$ cat config.mk
export PLATFORM = sky130hd
export DESIGN_NAME = cfglut6_loader
export DESIGN_NICKNAME = d
export VERILOG_FILES = /design/src/rtl/cfglut6_pkg.sv /design/src/rtl/cfglut6_table.sv /design/src/rtl/cfglut6_loader.sv
export SDC_FILE = /design/constraint.sdc
export NUM_CORES = 1
export LEC_CHECK = 0
export ABC_AREA = 1
export CAP_MARGIN = 20
export CORE_MARGIN = 5
export CORE_UTILIZATION = 40
export CTS_BUF_LIST = sky130_fd_sc_hd__clkbuf_8
export CTS_CLUSTER_DIAMETER = 50
export DETAILED_ROUTE_END_ITERATION = 6
export GPL_TIMING_DRIVEN = 0
export PLACE_DENSITY = 0.65
export REMOVE_ABC_BUFFERS = 1
export SYNTH_ARGS = -nofsm -noshare
export SYNTH_HDL_FRONTEND = slang
export SYNTH_SLANG_ARGS = --single-unit
$ cat constraint.sdc
create_clock -name CLK -period 3.8 [get_ports CLK]
set_clock_uncertainty 0.05 [all_clocks]
set_input_delay 0.76 -clock CLK [delete_from_list [all_inputs] [get_ports CLK]]
set_output_delay 0.76 -clock CLK [all_outputs]
set_load 0.02 [all_outputs]
$ cat src/rtl/cfglut6_pkg.sv
// cfglut6_pkg: shared types and constants for the run-time reconfigurable LUT6.
//   state_e    - loader FSM states (IDLE, SHIFT)
//   TABLE_W    - truth table width (64)
//   CNT_W      - shift counter width (6)
//   lut_index  - packs I5..I0 into the 6-bit lookup index
package cfglut6_pkg;
  localparam int TABLE_W = 64;
  localparam int CNT_W   = 6;

  typedef enum logic {IDLE, SHIFT} state_e;

  function automatic logic [CNT_W-1:0] lut_index(
    input logic i5, input logic i4, input logic i3,
    input logic i2, input logic i1, input logic i0
  );
    return {i5, i4, i3, i2, i1, i0};
  endfunction
endpackage

$ cat src/rtl/cfglut6_table.sv
// cfglut6_table: 64-bit truth table storage with serial shift-in and read mux.
//   i_clk       clock
//   i_rst       synchronous active-high reset, table reverts to INIT
//   i_shift_en  shift one bit in at this edge
//   i_shift_din bit shifted into position 0
//   i_idx       lookup index
//   o_o         combinational table[i_idx]
//   o_cdo       table[63], cascade/serial out
module cfglut6_table
  import cfglut6_pkg::*;
#(
  parameter logic [TABLE_W-1:0] INIT = '0
) (
  input  logic             i_clk,
  input  logic             i_rst,
  input  logic             i_shift_en,
  input  logic             i_shift_din,
  input  logic [CNT_W-1:0] i_idx,
  output logic             o_o,
  output logic             o_cdo
);
  logic [TABLE_W-1:0] r_tbl;

  always_ff @(posedge i_clk) begin
    if (i_rst)           r_tbl <= INIT;
    else if (i_shift_en) r_tbl <= {r_tbl[TABLE_W-2:0], i_shift_din};
  end

  // No masking during a load: partially shifted contents are visible.
  assign o_o   = r_tbl[i_idx];
  assign o_cdo = r_tbl[TABLE_W-1];
endmodule

$ cat src/rtl/cfglut6_loader.sv
// cfglut6_loader: LUT6 with a valid/ready serial loader that shifts a new
// 64-bit truth table in MSB first, one bit per clock (64 cycles).
//   CLK, RST              clock, synchronous active-high reset
//   I0..I5                lookup index {I5..I0}
//   LOAD_VALID/READY/DATA table load handshake; DATA sampled on accept edge
//   BUSY                  shift in progress
//   O, OQ, CDO            comb lookup, registered lookup, table[63]
//   CE, CDI               direct serial shift in IDLE, only when
//                         CFGLUT6_DIRECT_CDI_EN is defined
module cfglut6_loader
  import cfglut6_pkg::*;
#(
  parameter logic [TABLE_W-1:0] INIT = 64'h0000000000000000
) (
  input  logic               CLK,
  input  logic               RST,
  input  logic               I0,
  input  logic               I1,
  input  logic               I2,
  input  logic               I3,
  input  logic               I4,
  input  logic               I5,
  input  logic               LOAD_VALID,
  output logic               LOAD_READY,
  input  logic [TABLE_W-1:0] LOAD_DATA,
  output logic               BUSY,
`ifdef CFGLUT6_DIRECT_CDI_EN
  input  logic               CE,
  input  logic               CDI,
`endif
  output logic               O,
  output logic               OQ,
  output logic               CDO
);
  state_e             r_state, w_next;
  logic [TABLE_W-1:0] r_s;
  logic [CNT_W-1:0]   r_c;
  logic               w_shift_en, w_shift_din, w_accept, w_o;
  logic [CNT_W-1:0]   w_idx;

  assign w_idx    = lut_index(I5, I4, I3, I2, I1, I0);
  assign w_accept = (r_state == IDLE) && LOAD_VALID;

  always_comb begin
    w_next      = r_state;
    LOAD_READY  = 1'b0;
    BUSY        = 1'b0;
    w_shift_en  = 1'b0;
    w_shift_din = 1'b0;
    unique case (r_state)
      IDLE: begin
        LOAD_READY = 1'b1;
        if (LOAD_VALID) w_next = SHIFT;
`ifdef CFGLUT6_DIRECT_CDI_EN
        // A load offer takes precedence over the direct serial port.
        else if (CE) begin
          w_shift_en  = 1'b1;
          w_shift_din = CDI;
        end
`endif
      end
      SHIFT: begin
        BUSY        = 1'b1;
        w_shift_en  = 1'b1;
        w_shift_din = r_s[TABLE_W-1];
        if (r_c == {CNT_W{1'b1}}) w_next = IDLE;
      end
      default: w_next = IDLE;
    endcase
  end

  always_ff @(posedge CLK) begin
    if (RST) begin
      r_state <= IDLE;
      r_s     <= '0;
      r_c     <= '0;
      OQ      <= 1'b0;
    end else begin
      r_state <= w_next;
      OQ      <= w_o;
      if (w_accept) begin
        r_s <= LOAD_DATA;
        r_c <= '0;
      end else if (r_state == SHIFT) begin
        r_s <= r_s << 1;
        r_c <= r_c + CNT_W'(1);
      end
    end
  end

  cfglut6_table #(.INIT(INIT)) u_table (
    .i_clk      (CLK),
    .i_rst      (RST),
    .i_shift_en (w_shift_en),
    .i_shift_din(w_shift_din),
    .i_idx      (w_idx),
    .o_o        (w_o),
    .o_cdo      (CDO)
  );

  assign O = w_o;
endmodule

; ---- After elaboration in Yosys (flattened, before gate mapping)
; Cells that the tools add are included.
[classes]
reduce_logical = 3
mux = 10
n_shift = 0
multipliers = 0
n_eq_ne = 1
addsub = 1
bitwise_logic = 1
div = 0
order_cmp = 1
[op_table]
columns = operator, count
row1 = $mux W64, 2
row2 = $lt A6 B7 Y1 const B, 1
row3 = $add A6 B1 Y6 const B, 1
row4 = $bmux W1 S6, 1
row5 = $eq A6 B6 Y1 const B, 1
row6 = $mux W1, 6
row7 = $pmux W1 S2, 1
row8 = $reduce_bool A2 Y1, 1
row9 = $reduce_or A2 Y1, 1
row10 = $logic_and A1 B1 Y1, 1
row11 = $not A1 Y1, 1
[word_totals]
reg_bits = 136
latch_bits = 0
n_memories = 0
ramBits = 0
input_bits = 73
rom_bits = 0

; ---- Longest topological paths before layout
[depth]
word_depth = 3
mapped_depth = 11
ltp_nobuf = 9

; ---- Modules after synthesis
; From an unflattened synthesis, not the netlist that was laid out.
[unflattened]
hier_cells = 951
hier_area_um2 = 6192.2
[by_module_without_submodules]
columns = mod, n_inst, seq_area_each_um2, area_each_um2, cells_each
row1 = cfglut6_loader, 1, 1441.4, 3276.9, 522
row2 = cfglut6_table, 1, 1281.2, 2915.3, 429

; ---- Worst setup path after synthesis
; OpenSTA, ideal clock, no wires.
[synth_path]
path_type = input -> output
startpoint = input I1
endpoint = output O
arrival_ns = 1.689
setup_slack_ns = 1.301
n_path_buf = 2
path_stages = 10
required_ns = 2.990
cell_sequence = buf_4 > inv_2 > buf_2 > nand3_1 > nand3_1 > nand2_1 > nand2_1 > nand3_1 > nand3_1 > nand2_1
[synth_via]
elab_chain_len = 2
[synth_rtl]
columns = item, line_no
row1 = from (decl), cfglut6_loader.sv:18  ; input logic I1,
row2 = $bmux W1 S6, cfglut6_table.sv:30  ; assign o_o = r_tbl[i_idx];
row3 = $mux W1 (implied by the code), cfglut6_table.sv:30
row4 = to (decl), cfglut6_loader.sv:31  ; output logic O,
; Every way passes these cells. The select of a mux whose other input is x is not followed.

; ---- Final worst setup path
[layout_path]
startpoint = register r_state
endpoint = output LOAD_READY
[layout_via]
elab_chain_len = 1
[layout_rtl]
columns = item, line_no
row1 = from (decl), cfglut6_loader.sv:35  ; state_e r_state, w_next;
row2 = from (signal assigned), cfglut6_loader.sv:79  ; r_state <= w_next;
row3 = $mux W1, cfglut6_loader.sv:50  ; unique case (r_state)
row4 = to (decl), cfglut6_loader.sv:24  ; output logic LOAD_READY,
; Every way passes these cells.

==> run_results.csv <==
group,metric,value,unit
worst_setup_path,worst-path-max-fanout,87,
worst_setup_path,cp.arrival,2.76,ns
cts,h-tree-depth,4,
global_route,grt_pass1_vias,5430,
pwr,p_switching,872,uW
global_route,grt_overflow,0,
cts,hold_buffers,0,
timing,fmax,0.280,GHz
cts,ctsLongestPathBuffers,2,
pwr,seq_power_share,48.5,%
timing,hold_viol,0,
timing,rsz0062_at_grt,"no",
yosys,synth_common_cells,"nand2_1, dfxtp_1, nor2_1, inv_1, nand3_1",
timing,slew_headroom,38.3,%
placement,portBuffers,77,
layout,antenna_cells,0,
pwr,cellPowerDensity,443,nW/um2
cts,cts.sinks,136,
min_path,worstHoldPathType,"flop to flop",
timing,slew_violations,0,
timing,finalCritPeriodShare,94.0,%
layout,final_util,48.9,%
timing,setup_violations,0,
floorplan,die_width,134,um
floorplan,core,15100,um2
detailed_routing,wirelength,14.2,mm
detailed_routing,drc,0,
cts,cts-root-buf,"clkbuf_8",
layout,design_area,7380,um2
yosys,synth_cell_types,26,
floorplan,start_util,40.6,%
worst_setup_path,crit_required,2.99,ns
yosys,syn_area,6120,um2
yosys,synth-edff-count,0,
worst_setup_path,cp-start-kind,"flop",
cts,cts_tree,"yes",
worst_setup_path,path_class,"flop to output pin",
layout,num-nets-final,1034,
floorplan,dieHeight,134,um
pwr,switching_share,26.7,%
yosys,synth_warnings,0,
cts,cts_inserted_buffers,17,
placement,post_dp_cell_area,6960,um2
timing,min_period,3.57,ns
global_route,grt_max_degree,88,
layout,layout-drive-gt1-share,4.83,%
pwr,clkPwrFrac,38.2,%
yosys,synth-main-ff-cell,"dfxtp_1",
yosys,ys_seq_area_share,44.5,%
cts,cts_setup_buffers,0,
detailed_routing,ant_nets,0,
pwr,p_int,2390,uW
timing,hold_ws,0.413,ns
floorplan,row_count,45,
layout,fill_cells,1558,
yosys,syn_inst,919,
detailed_routing,first_iter_violations,311,
yosys,yosysMostFrequentCell,"nand2_1",
yosys,post-synth-top-area-fraction,44.5,%
detailed_routing,routed_via_density,4.85,
pwr,total_power,3260,uW
timing,setup_tns,0,ns
placement,gp_congestion,0.771,
placement,place_hpwl,8.49,mm
global_route,grt_first_pass_wirelength,24.9,mm
job,drv_cap,0,
floorplan,die_area,17900,um2
floorplan,num_io_pins,78,
pwr,ir_drop,0.233,mV
detailed_routing,wl_per_cell,12.2,um
run_status,status,"finished clean",
cts,clk-insertion-delay-late,0.44,ns
global_route,antenna_found_initial,0,
detailed_routing,num_vias,5636,
yosys,syn_avg_cell_area,6.66,um2
worst_setup_path,cp-end-kind,"output pin",
pwr,p_leak,0.00349,uW
cts,path_clk_slew,0.07,ns
timing,worstMarginPinSlew,0.925,ns
global_route,track_usage,16.6,%
layout,area_growth,20.5,%
yosys,ys_async_sr_fraction,0,%
yosys,yosysTopAreaCell,"dfxtp_1",
yosys,synth.area.top_cells,"dfxtp_1, nand2_1, nor2_1, nand3_1, inv_1",
detailed_routing,dr.pass1.iters,4,
yosys,synth_seq_cells,136,
pwr,p_comb_share,13.3,%
## worst paths after layout
path	start	end	slack (ns)	cells past startpoint
max	r_state	LOAD_READY	0.23	3
min	r_c[5]	r_state	0.41	1
max reg2reg	r_state	r_s[50]	1.55	6
min reg2reg	r_c[5]	r_state	0.41	1
## timing repair
| item | 4_1_cts | 5_1_grt |
|---|---|---|
| endpoints found under the setup margin | 1 | 1 |
| gates resized for setup | 7 | 4 |
| hold endpoints to repair | 0 | 0 |
## critical path: stages, from the launching register on
cell and delay [ns]:
dfxtp_4 0.51, buf_16 0.28, inv_4 0.69, clkdlybuf4s50_1 0.75
## final cells by class
type | count | area (um2) | area share [%]
Multi-Input combinational cell | 626 | 2740 | 37.2
Sequential cell | 136 | 2730 | 37.0
Timing Repair Buffer | 81 | 880 | 11.9
Inverter | 98 | 380 | 5.16
Clock buffer | 19 | 262 | 3.55
Tap cell | 188 | 235 | 3.19
Clock inverter | 13 | 153 | 2.07
## cells by family after synthesis
group | synth area share, %
buf+inv | 10.9
compound gates | 10.4
fa+ha+maj | 0.204
simple gates | 34.1
flops | 44.5
## cells in the final DEF, fill, tap and decap left out, drive strengths merged
cell,instances
dfxtp,136
clkinv,7
o211ai,21
o21ai,66
clkdlybuf4s15,1
bufinv,3
a211oi,1
inv,101
clkbuf,19
dlymetal6s2s,1
nor3b,2
buf,5
a21oi,7
o221ai,12
or3,1
nand2,296
ha,1
clkdlybuf4s50,74
nor3,2
nand3,85
nor2,132
## metal layers
| metal | vias up | track usage (%) | wire length (um) |
|---|---|---|---|
| li1 | 2952 | - | - |
| met1 | 2555 | 21.7 | 6790 |
| met4 | 0 | 5.20 | 159 |
| met3 | 13 | 4.57 | 832 |
| met5 | - | 0 | 0 |
| met2 | 116 | 26.8 | 6430 |
## metrics by stage
step	worst slack (ns)	std cells
after global routing	0.00219	1161
after global placement	-2.99	1125
final	0.230	1161
after CTS	0.0862	1161
after floorplan	-0.229	860
after detailed placement	-0.672	1129
## state kept, by name, summed over array words and instances (netlist names)
name and cells:
OQ 1, r_c 6, r_s 64, r_state 1
u_table.r_tbl 64
## power by group through the flow
| stage | Combinational [uW] | Clock [uW] | Sequential (uW) |
|---|---|---|---|
| CTS | 441 | 1280 | 1580 |
| floorplan | 250 | 0 | 1610 |
| finish | 435 | 1250 | 1580 |
| global placement | 415 | 0 | 1630 |
| detailed placement | 439 | 0 | 1610 |
| global route | 502 | 1330 | 1590 |
No activity file was read; power rests on OpenSTA's default activity.
